<file path="src/rtl/pulse_train_gen_if.sv">
// Control/status bundle between a pulse-train requester and pulse_train_gen.
// Handshake: start is accepted on a rising clk edge only while busy=0; stop is honoured only while busy=1.
// done pulses for exactly one cycle with busy=0, and a new start may be accepted in that same cycle.
interface pulse_train_gen_if #(
    parameter int CNT_W = 8
);
    logic             start;
    logic [CNT_W-1:0] count_in;
    logic             stop;
    logic             pulse_out;
    logic             busy;
    logic             done;
    logic [CNT_W-1:0] sent;

    modport master (
        output start,
        output count_in,
        output stop,
        input  pulse_out,
        input  busy,
        input  done,
        input  sent
    );

    modport slave (
        input  start,
        input  count_in,
        input  stop,
        output pulse_out,
        output busy,
        output done,
        output sent
    );
endinterface

</file>
<file path="src/rtl/pulse_train_gen.sv">
// Emits a train of fixed-width, synchronizer-safe pulses on pulse_out, with graceful stop and a done strobe.
// Optional feature macro PULSE_TRAIN_CONT_EN: a start with count_in=0 runs a continuous train until stop.
module pulse_train_gen #(
    parameter int CNT_W       = 8,
    parameter int HIGH_CYCLES = 3,
    parameter int LOW_CYCLES  = 3
) (
    input  logic                     clk,
    input  logic                     reset,
    pulse_train_gen_if.slave         bus,
    output logic [1:0]               dbg_state
);

    typedef enum logic [1:0] {
        IDLE = 2'd0,
        HIGH = 2'd1,
        LOW  = 2'd2
    } state_t;

    localparam logic [7:0] HIGH_LAST = 8'(HIGH_CYCLES - 1);
    localparam logic [7:0] LOW_LAST  = 8'(LOW_CYCLES - 1);

    state_t           state_q, state_d;
    logic [7:0]       phase_q, phase_d;
    logic [CNT_W-1:0] remaining_q, remaining_d;
    logic [CNT_W-1:0] sent_q, sent_d;
    logic             pulse_q, pulse_d;
    logic             busy_q, busy_d;
    logic             done_q, done_d;
    logic             stop_pend_q, stop_pend_d;
`ifdef PULSE_TRAIN_CONT_EN
    logic             cont_q, cont_d;
`endif

    logic stop_eff;
    logic more_pulses;

    // A stop arriving on the very edge that closes a LOW phase must still end the train.
    assign stop_eff = stop_pend_q | bus.stop;

`ifdef PULSE_TRAIN_CONT_EN
    assign more_pulses = cont_q | (remaining_q != '0);
`else
    assign more_pulses = (remaining_q != '0);
`endif

    always_comb begin
        state_d     = state_q;
        phase_d     = phase_q;
        remaining_d = remaining_q;
        sent_d      = sent_q;
        pulse_d     = pulse_q;
        busy_d      = busy_q;
        done_d      = 1'b0;
        stop_pend_d = stop_pend_q;
`ifdef PULSE_TRAIN_CONT_EN
        cont_d      = cont_q;
`endif

        case (state_q)
            IDLE: begin
                if (bus.start) begin
                    sent_d = '0;
`ifdef PULSE_TRAIN_CONT_EN
                    // Zero count means run forever; remaining is unused in that mode.
                    state_d     = HIGH;
                    phase_d     = '0;
                    pulse_d     = 1'b1;
                    busy_d      = 1'b1;
                    sent_d      = CNT_W'(1);
                    stop_pend_d = 1'b0;
                    cont_d      = (bus.count_in == '0);
                    remaining_d = (bus.count_in == '0) ? '0 : bus.count_in - CNT_W'(1);
`else
                    if (bus.count_in != '0) begin
                        state_d     = HIGH;
                        phase_d     = '0;
                        pulse_d     = 1'b1;
                        busy_d      = 1'b1;
                        sent_d      = CNT_W'(1);
                        stop_pend_d = 1'b0;
                        remaining_d = bus.count_in - CNT_W'(1);
                    end else begin
                        done_d = 1'b1;
                    end
`endif
                end
            end

            HIGH: begin
                if (bus.stop) begin
                    stop_pend_d = 1'b1;
                end
                if (phase_q == HIGH_LAST) begin
                    state_d = LOW;
                    phase_d = '0;
                    pulse_d = 1'b0;
                end else begin
                    phase_d = phase_q + 8'd1;
                end
            end

            LOW: begin
                if (bus.stop) begin
                    stop_pend_d = 1'b1;
                end
                if (phase_q == LOW_LAST) begin
                    phase_d = '0;
                    if (more_pulses && !stop_eff) begin
                        state_d = HIGH;
                        pulse_d = 1'b1;
                        sent_d  = sent_q + CNT_W'(1);
`ifdef PULSE_TRAIN_CONT_EN
                        if (!cont_q) begin
                            remaining_d = remaining_q - CNT_W'(1);
                        end
`else
                        remaining_d = remaining_q - CNT_W'(1);
`endif
                    end else begin
                        state_d     = IDLE;
                        busy_d      = 1'b0;
                        done_d      = 1'b1;
                        stop_pend_d = 1'b0;
                        remaining_d = '0;
`ifdef PULSE_TRAIN_CONT_EN
                        cont_d      = 1'b0;
`endif
                    end
                end else begin
                    phase_d = phase_q + 8'd1;
                end
            end

            default: begin
                state_d     = IDLE;
                phase_d     = '0;
                pulse_d     = 1'b0;
                busy_d      = 1'b0;
                stop_pend_d = 1'b0;
            end
        endcase
    end

    always_ff @(posedge clk or negedge reset) begin
        if (!reset) begin
            state_q     <= IDLE;
            phase_q     <= '0;
            remaining_q <= '0;
            sent_q      <= '0;
            pulse_q     <= 1'b0;
            busy_q      <= 1'b0;
            done_q      <= 1'b0;
            stop_pend_q <= 1'b0;
`ifdef PULSE_TRAIN_CONT_EN
            cont_q      <= 1'b0;
`endif
        end else begin
            state_q     <= state_d;
            phase_q     <= phase_d;
            remaining_q <= remaining_d;
            sent_q      <= sent_d;
            pulse_q     <= pulse_d;
            busy_q      <= busy_d;
            done_q      <= done_d;
            stop_pend_q <= stop_pend_d;
`ifdef PULSE_TRAIN_CONT_EN
            cont_q      <= cont_d;
`endif
        end
    end

    assign bus.pulse_out = pulse_q;
    assign bus.busy      = busy_q;
    assign bus.done      = done_q;
    assign bus.sent      = sent_q;
    assign dbg_state     = state_q;

endmodule
</file>
<file path="src/flat_wrapper.sv">
// flat-port wrapper written by rule: the top's interface ports become plain ports
module pulse_train_gen_flat 
#(
    parameter int CNT_W       = 8,
    parameter int HIGH_CYCLES = 3,
    parameter int LOW_CYCLES  = 3
)
  (clk, reset, dbg_state, bus_start, bus_count_in, bus_stop, bus_pulse_out, bus_busy, bus_done, bus_sent);
  pulse_train_gen_if #(.CNT_W(CNT_W)) bus_i ();
  input  logic clk;
  input  logic reset;
  output logic [1:0] dbg_state;
  input wire logic [$bits(bus_i.start)-1:0] bus_start;
  input wire logic [$bits(bus_i.count_in)-1:0] bus_count_in;
  input wire logic [$bits(bus_i.stop)-1:0] bus_stop;
  output wire logic [$bits(bus_i.pulse_out)-1:0] bus_pulse_out;
  output wire logic [$bits(bus_i.busy)-1:0] bus_busy;
  output wire logic [$bits(bus_i.done)-1:0] bus_done;
  output wire logic [$bits(bus_i.sent)-1:0] bus_sent;
  assign bus_i.start = bus_start;
  assign bus_i.count_in = bus_count_in;
  assign bus_i.stop = bus_stop;
  assign bus_pulse_out = bus_i.pulse_out;
  assign bus_busy = bus_i.busy;
  assign bus_done = bus_i.done;
  assign bus_sent = bus_i.sent;
  pulse_train_gen #(.CNT_W(CNT_W), .HIGH_CYCLES(HIGH_CYCLES), .LOW_CYCLES(LOW_CYCLES)) u_core (.clk(clk), .reset(reset), .bus(bus_i), .dbg_state(dbg_state));
endmodule
</file>
<file path="config.mk">
export PLATFORM = sky130hd
export DESIGN_NAME = pulse_train_gen_flat
export DESIGN_NICKNAME = d
export VERILOG_FILES = /design/src/rtl/pulse_train_gen_if.sv /design/src/rtl/pulse_train_gen.sv /design/src/flat_wrapper.sv
export SDC_FILE = /design/constraint.sdc
export NUM_CORES = 1
export LEC_CHECK = 0
export CAP_MARGIN = 20
export CORE_AREA = 2 2 61 74
export DETAILED_ROUTE_END_ITERATION = 16
export DIE_AREA = 0 0 63 76
export GPL_TIMING_DRIVEN = 1
export PLACE_DENSITY = 0.71
export SKIP_CTS_REPAIR_TIMING = 1
export SLEW_MARGIN = 20
export SYNTH_ARGS = -nofsm -noshare
export SYNTH_HDL_FRONTEND = slang
export SYNTH_SLANG_ARGS = --single-unit
</file>
<file path="constraint.sdc">
create_clock -name clk -period 3.6 [get_ports clk]
set_input_delay 0.54 -clock clk [delete_from_list [all_inputs] [get_ports clk]]
set_output_delay 0.54 -clock clk [all_outputs]
set_load 0.02 [all_outputs]
</file>
==> flow_summary_export.csv, run 1 <==
group,metric,value,unit
pwr,leakagePower,0.961,nW
setup_path,critical_path_required,3.77,ns
finish,fill_cells,387,
placement,dp_hpwl,3.27,mm
yosys,synth_edf_count,0,
pwr,cellPowerDensity,663,nW/um2
timing,relSlewSlack,44.7,%
yosys,yosys_warnings,0,
pwr,peakVddDrop,0.248,mV
floorplanning,core_region_area,4130,um2
pwr,p_comb_share,47.9,%
timing,worstMarginPinSlew,0.827,ns
pwr,switching_power,0.650,mW
clock_network,cts.clk_slew.worst_paths,0.06,ns
timing,rsz0062_at_grt,"false",
setup_path,crit_path_end_kind,"register",
yosys,synth_area_per_cell,9.08,um2
yosys,ys_seq_area_share,37.9,%
min_path,hold_depth,1,
finish,final_layout_size_suffix_gt1_share,9.84,%
yosys,ys_top_cells_by_area,"dfrtp_1 38%, ha_1 6.3%, nor2_1 4.7%",
grt,grt_pass1_vias,1629,
finish,final_area,2360,um2
floorplanning,die_area,4790,um2
routing,drtAntennaViolNets,0,
clock_network,cts_made_buffers,5,
yosys,synth_cells,218,
yosys,yosys-top-cells-count,"30 x dfrtp_1, 25 x nor2_1, 18 x o21ai_0, 12 x a21oi_1",
pwr,swShare,41.6,%
yosys,synth_most_common_cell,"dfrtp_1",
grt,grt_max_degree,31,
setup_path,cp_slowest_stage_delay,0.69,ns
grt,grt_first_pass_wirelength,7.65,mm
floorplanning,initial_core_util,47.9,%
finish,finalNetCount,265,
finish,num_antenna_cells,0,
routing,via_count,1711,
yosys,synth_flop_cell,"dfrtp_1",
setup_path,crit_type,"register to register",
setup_path,cp_cell_sequence,"inv_1 > ha_1 > a41oi_1 > nor2_1 > o21ai_0 > a22o_1",
setup_path,cp_slowest_cell,"nor2_1",
routing,drc,0,
pwr,power_frac_clock,17.8,%
yosys,synth.distinct_cells,53,
routing,drt_first_pass_iters,4,
setup_path,critPathLaunchType,"register",
clock_network,cts_tree,"done",
routing,wl_per_cell,15.0,um
pwr,seq_power_share,34.3,%
setup_path,crit_arrival,2.93,ns
grt,track_usage,19.9,%
timing,finalSetupTns,0,ns
finish,area_delta_synth_final,19.1,%
floorplanning,die-width,63,um
yosys,netlist.area_leader.share,37.9,%
timing,fmax,363,MHz
clock_network,cts_sinks,30,
placement,dpl_cell_area,2270,um2
floorplanning,die_y,76,um
yosys,synth_nets,240,
timing,slew_violations,0,
routing,viasPerCell,5.70,
timing,hold_violations,0,
routing,drtIter0Drc,121,
setup_path,reg2regPathDepth,6,
pwr,internal_power,0.912,mW
floorplanning,io_pins,25,
job,cap_violations,0,
clock_network,clockBufferDepth,2,
status,status,"complete, no violations",
yosys,synth_seq_cells,30,
yosys,async_flop_share,100,%
timing,skew,0.00610,ns
clock_network,htree_levels,2,
clock_network,clock_latency,0.28,ns
placement,gp_congestion,0.870,
grt,antenna_found_initial,0,
setup_path,path_max_fanout,23,
yosys,synth_area,1980,um2
clock_network,cts-root-buf,"clkbuf_8",
routing,drt_wl_total,4.49,mm
timing,finalSetupViolCount,0,
timing,post-route-period-util,76.6,%
placement,portBuffers,24,
grt,grt_overflow,0,
floorplanning,rows,26,
timing,post-route-min-period,2.76,ns
min_path,hold_path.class,"register to register",
yosys,yosysTopAreaCell,"dfrtp_1",
metal layers:
layer,track usage (%),vias to the layer above,part of all wire [%]
met3,4.14,8,3.9
met4,7.56,0,1.9
met2,33.4,43,49
met5,0,-,0
met1,25.0,808,45
li1,-,852,-
flip-flops by register name (all words and copies together) (netlist names):
register	count
u_core.bus.pulse_out	1
u_core.remaining_q	8
u_core.stop_pend_q	1
u_core.bus.busy	1
u_core.dbg_state	2
u_core.bus.done	1
u_core.phase_q	8
u_core.bus.sent	8
area by class of cell:
type	instances	area (um2)	area share, %
clock inverters	1	5.00	0.212
multi-input cells	168	1140	48.4
flip-flops and latches	30	751	31.8
well taps	56	70.1	2.97
clock buffers	7	86.3	3.66
repair buffers	27	263	11.1
inverters	11	41.3	1.75
stage by stage:
stage	util (%)	hold WS, ns	cells	power [mW]	worst slack [ns]
after floorplan	-	0.244	218	1.08	1.41
after global placement	54.8	0.503	292	1.28	0.761
after detailed placement	54.8	0.503	292	1.29	0.671
after CTS	57.1	0.525	300	1.57	0.883
after global routing	57.1	0.546	300	1.69	0.549
final	57.1	0.524	300	1.56	0.843
cells by family (layout without fill, tap and decap cells):
logic type / Yosys count / count (layout) / share of synthesized area [%]
AND/OR/NAND/NOR: 84 / 84 / 24.0
AO/OA/AOI/OAI: 60 / 60 / 20.3
flip-flops: 30 / 30 / 37.9
buffers and inverters: 20 / 46 / 4.42
adder cells (fa/ha/maj): 10 / 10 / 6.32
XOR/XNOR: 8 / 8 / 3.54
multiplexers: 6 / 6 / 3.48
critical path: cells and delay by family (launching register included):
kind                     cells  cell delay, ns
AO/OA/AOI/OAI                3            0.77
adder cells (fa/ha/maj)      1            0.64
buffers and inverters        1            0.12
flip-flops                   1            0.43
AND/OR/NAND/NOR              1            0.69
layout by cell type, fill, tap and decap left out, types with 2 or more instances in the layout:
cell type,instances
o2bb2ai_1,2
dfrtp_1,30
o21a_1,2
mux2_2,3
and3_1,4
buf_4,3
nand4_1,3
nor4b_1,2
o311ai_0,2
o221ai_1,2
or4_1,2
clkbuf_8,6
a21oi_1,12
a31o_2,2
xnor2_1,7
ha_1,10
o31ai_1,4
nand3_1,11
nor3b_1,2
or2_2,2
o21ai_0,18
nor2_1,25
nor3_1,6
a22o_1,5
clkdlybuf4s50_1,24
inv_1,11
or3_1,2
mux2i_1,2
a211oi_1,2
nand2b_1,2
nor4_1,5
nor2b_1,3
nand2_1,7
path summary, 6_finish.rpt:
| kind | start | endpoint | slack (ns) |
|---|---|---|---|
| max in group asynchronous | reset | u_core.remaining_q[2]$_DFFE_PN0P_ | 2.66 |
| worst max register to register | u_core.dbg_state[0]$_DFFE_PN0P_ | u_core.remaining_q[4]$_DFFE_PN0P_ | 0.84 |
| worst max-delay path | u_core.dbg_state[0]$_DFFE_PN0P_ | u_core.remaining_q[4]$_DFFE_PN0P_ | 0.84 |
| worst min register to register | u_core.bus.busy$_DFFE_PN0P_ | u_core.bus.busy$_DFFE_PN0P_ | 0.52 |
| worst min-delay path | u_core.bus.busy$_DFFE_PN0P_ | u_core.bus.busy$_DFFE_PN0P_ | 0.52 |
| min in group asynchronous | reset | u_core.remaining_q[0]$_DFFE_PN0P_ | 0.64 |
power by group through the flow:
stage / logic (mW) / registers (mW) / clock network, mW
global route: 0.840 / 0.551 / 0.300
finish: 0.748 / 0.535 / 0.279
CTS: 0.752 / 0.533 / 0.287
detailed placement: 0.749 / 0.538 / 0
global placement: 0.738 / 0.538 / 0
floorplan: 0.547 / 0.534 / 0
(Power assumes the default switching activity.)
==> inputs of run 2 (changes only) <==
clock period = 2.8 ns   (was 3.6 ns; I/O delays follow)
==> run 2 against run 1 <==
  * Cell area increased by 2.1%
  * Non-clock buffer count increased by 4
  * Global-route usage increased by 0.36 points
  * Core utilization increased by 1.2 points
  * Hold slack got worse by 0.00051 ns
  * Highest routed layer unchanged
  * Sequential share of layout area decreased by 0.65 points
  * Via count increased by 5.0%
  * Fmax increased by 13%
==> flow_summary_export.csv, run 2 (same netlist as run 1, synthesis figures left out) <==
group,metric,value,unit
floorplanning,die_y,76,um
timing,slew_violations,0,
job,cap_violations,0,
timing,finalSetupTns,0,ns
setup_path,path_max_fanout,11,
routing,drc,0,
setup_path,critical_path_required,3.02,ns
min_path,min_from,"u_core.bus.pulse_out$_DFFE_PN0P_",
placement,dp_hpwl,3.37,mm
floorplanning,initial_core_util,47.9,%
setup_path,crit_type,"register to register",
setup_path,critPathLaunchType,"register",
clock_network,clock_latency,0.28,ns
timing,post-route-min-period,2.43,ns
routing,viasPerCell,5.91,
setup_path,crit_arrival,2.65,ns
pwr,leakagePower,0.991,nW
finish,finalNetCount,269,
routing,drtIter0Drc,152,
grt,grt_overflow,0,
min_path,hold_depth,2,
clock_network,cts_sinks,30,
pwr,peakVddDrop,0.550,mV
pwr,cellPowerDensity,868,nW/um2
finish,instances_no_fill,304,
finish,final_cell_mix,"30 x dfrtp_1, 25 x nor2_1, 24 x clkdlybuf4s50_1",
floorplanning,io_pins,25,
clock_network,cts.clk_slew.worst_paths,0.07,ns
floorplanning,rows,26,
timing,rsz0062_at_grt,"false",
min_path,whs_endpoint,"u_core.bus.pulse_out$_DFFE_PN0P_",
routing,drtAntennaViolNets,0,
timing,fin_ws,0.370,ns
grt,antenna_found_initial,0,
timing,relSlewSlack,65.7,%
placement,gp_congestion,0.813,
setup_path,worstReg2RegStart,"u_core.dbg_state[0]$_DFFE_PN0P_",
timing,worstMarginPinSlew,0.507,ns
placement,portBuffers,24,
setup_path,timing.rr.end,"u_core.remaining_q[7]$_DFFE_PN0P_",
placement,post-place-ws,0.331,ns
clock_network,cts-root-buf,"clkbuf_8",
clock_network,clockBufferDepth,2,
floorplanning,core_region_area,4130,um2
clock_network,cts_tree,"done",
placement,dp.cells,296,
finish,num_antenna_cells,0,
timing,finalSetupViolCount,0,
finish,final_layout_size_suffix_gt1_share,11.7,%
timing,skew,0.00384,ns
setup_path,reg2regPathDepth,7,
clock_network,htree_levels,2,
finish,final_common_cell,"dfrtp_1",
routing,via_count,1796,
status,status,"complete, no violations",
setup_path,crit_path_end_kind,"register",
pwr,power,2.09,mW
floorplanning,die_area,4790,um2
grt,grt_first_pass_wirelength,7.82,mm
finish,area_delta_synth_final,21.6,%
grt,track_usage,20.3,%
routing,drt_first_pass_iters,4,
floorplanning,die-width,63,um
routing,drt_wl_total,4.52,mm
routing,wl_per_cell,14.9,um
timing,fmax,412,MHz
timing,post-route-period-util,86.8,%
timing,hold_violations,0,
min_path,hold_path.class,"register to register",
clock_network,cts_made_buffers,5,
setup_path,rrSetupSlack,0.37,ns
grt,grt_max_degree,31,
grt,grt_pass1_vias,1684,
## run 2: cell types whose count changed in the layout (fill, tap and decap cells not counted)
cell,change
clkbuf_8,+2
buf_4,+4
clkbuf_1,-1
clkinv_2,-1
## run 2: routing by layer
metal  global-route usage (%)  vias up  wire (um)
li1                         -      866          -
met3                     4.14        5        178
met1                     25.6      878       1970
met5                        0        -          0
met4                     5.33        0         46
met2                     35.1       47       2330
## run 2: worst max-delay path, stage by stage (launching register included)
cell     delay (ns)
dfrtp_1        0.43
inv_1          0.11
ha_1           0.40
or3b_1         0.52
nor2b_1        0.21
or4b_1         0.46
o21ai_0        0.09
a22o_1         0.15
## run 2: layout make-up
cell class	count	area [um2]
Clock buffer	8	110
Fill cell	392	1730
Inverter	11	41.3
Multi-Input combinational cell	168	1140
Sequential cell	30	751
Tap cell	56	70.1
Timing Repair Buffer	31	293
## run 2: worst max path at each step
| stage | start | endpoint | slack (ns) |
|---|---|---|---|
| finish | u_core.dbg_state[0]$_DFFE_PN0P_ | u_core.remaining_q[7]$_DFFE_PN0P_ | 0.37 |
| global route | u_core.dbg_state[0]$_DFFE_PN0P_ | u_core.bus.sent[7]$_DFFE_PN0P_ | 0.19 |
| global placement | bus_count_in[4] | u_core.remaining_q[3]$_DFFE_PN0P_ | 0.39 |
| CTS | u_core.dbg_state[0]$_DFFE_PN0P_ | u_core.remaining_q[7]$_DFFE_PN0P_ | 0.37 |
| detailed placement | bus_count_in[4] | u_core.remaining_q[3]$_DFFE_PN0P_ | 0.33 |
| floorplan | u_core.dbg_state[0]$_DFFE_PN0P_ | u_core.bus.sent[7]$_DFFE_PN0P_ | 0.61 |
## run 2: report_power, final
| group | internal (mW) | switching (mW) | total [mW] |
|---|---|---|---|
| sequential | 0.549 | 0.137 | 0.685 |
| clock | 0.248 | 0.168 | 0.416 |
| combinational | 0.450 | 0.538 | 0.988 |
| total | 1.25 | 0.843 | 2.09 |
## run 2: through the flow
step	hold slack (ns)	utilization [%]	instance area (um2)
2_1_floorplan	0.124	-	1980
3_3_place_gp	0.511	55.6	2300
3_5_place_dp	0.505	55.6	2300
4_1_cts	0.525	58.2	2410
5_1_grt	0.546	58.2	2410
6_report	0.524	58.2	2410
==> inputs of run 3 (changes only) <==
SETUP_SLACK_MARGIN = 0.1   (was not set)
==> results of run 3 <==
No change in the layout: final DEF, timing and power equal those of run 2.
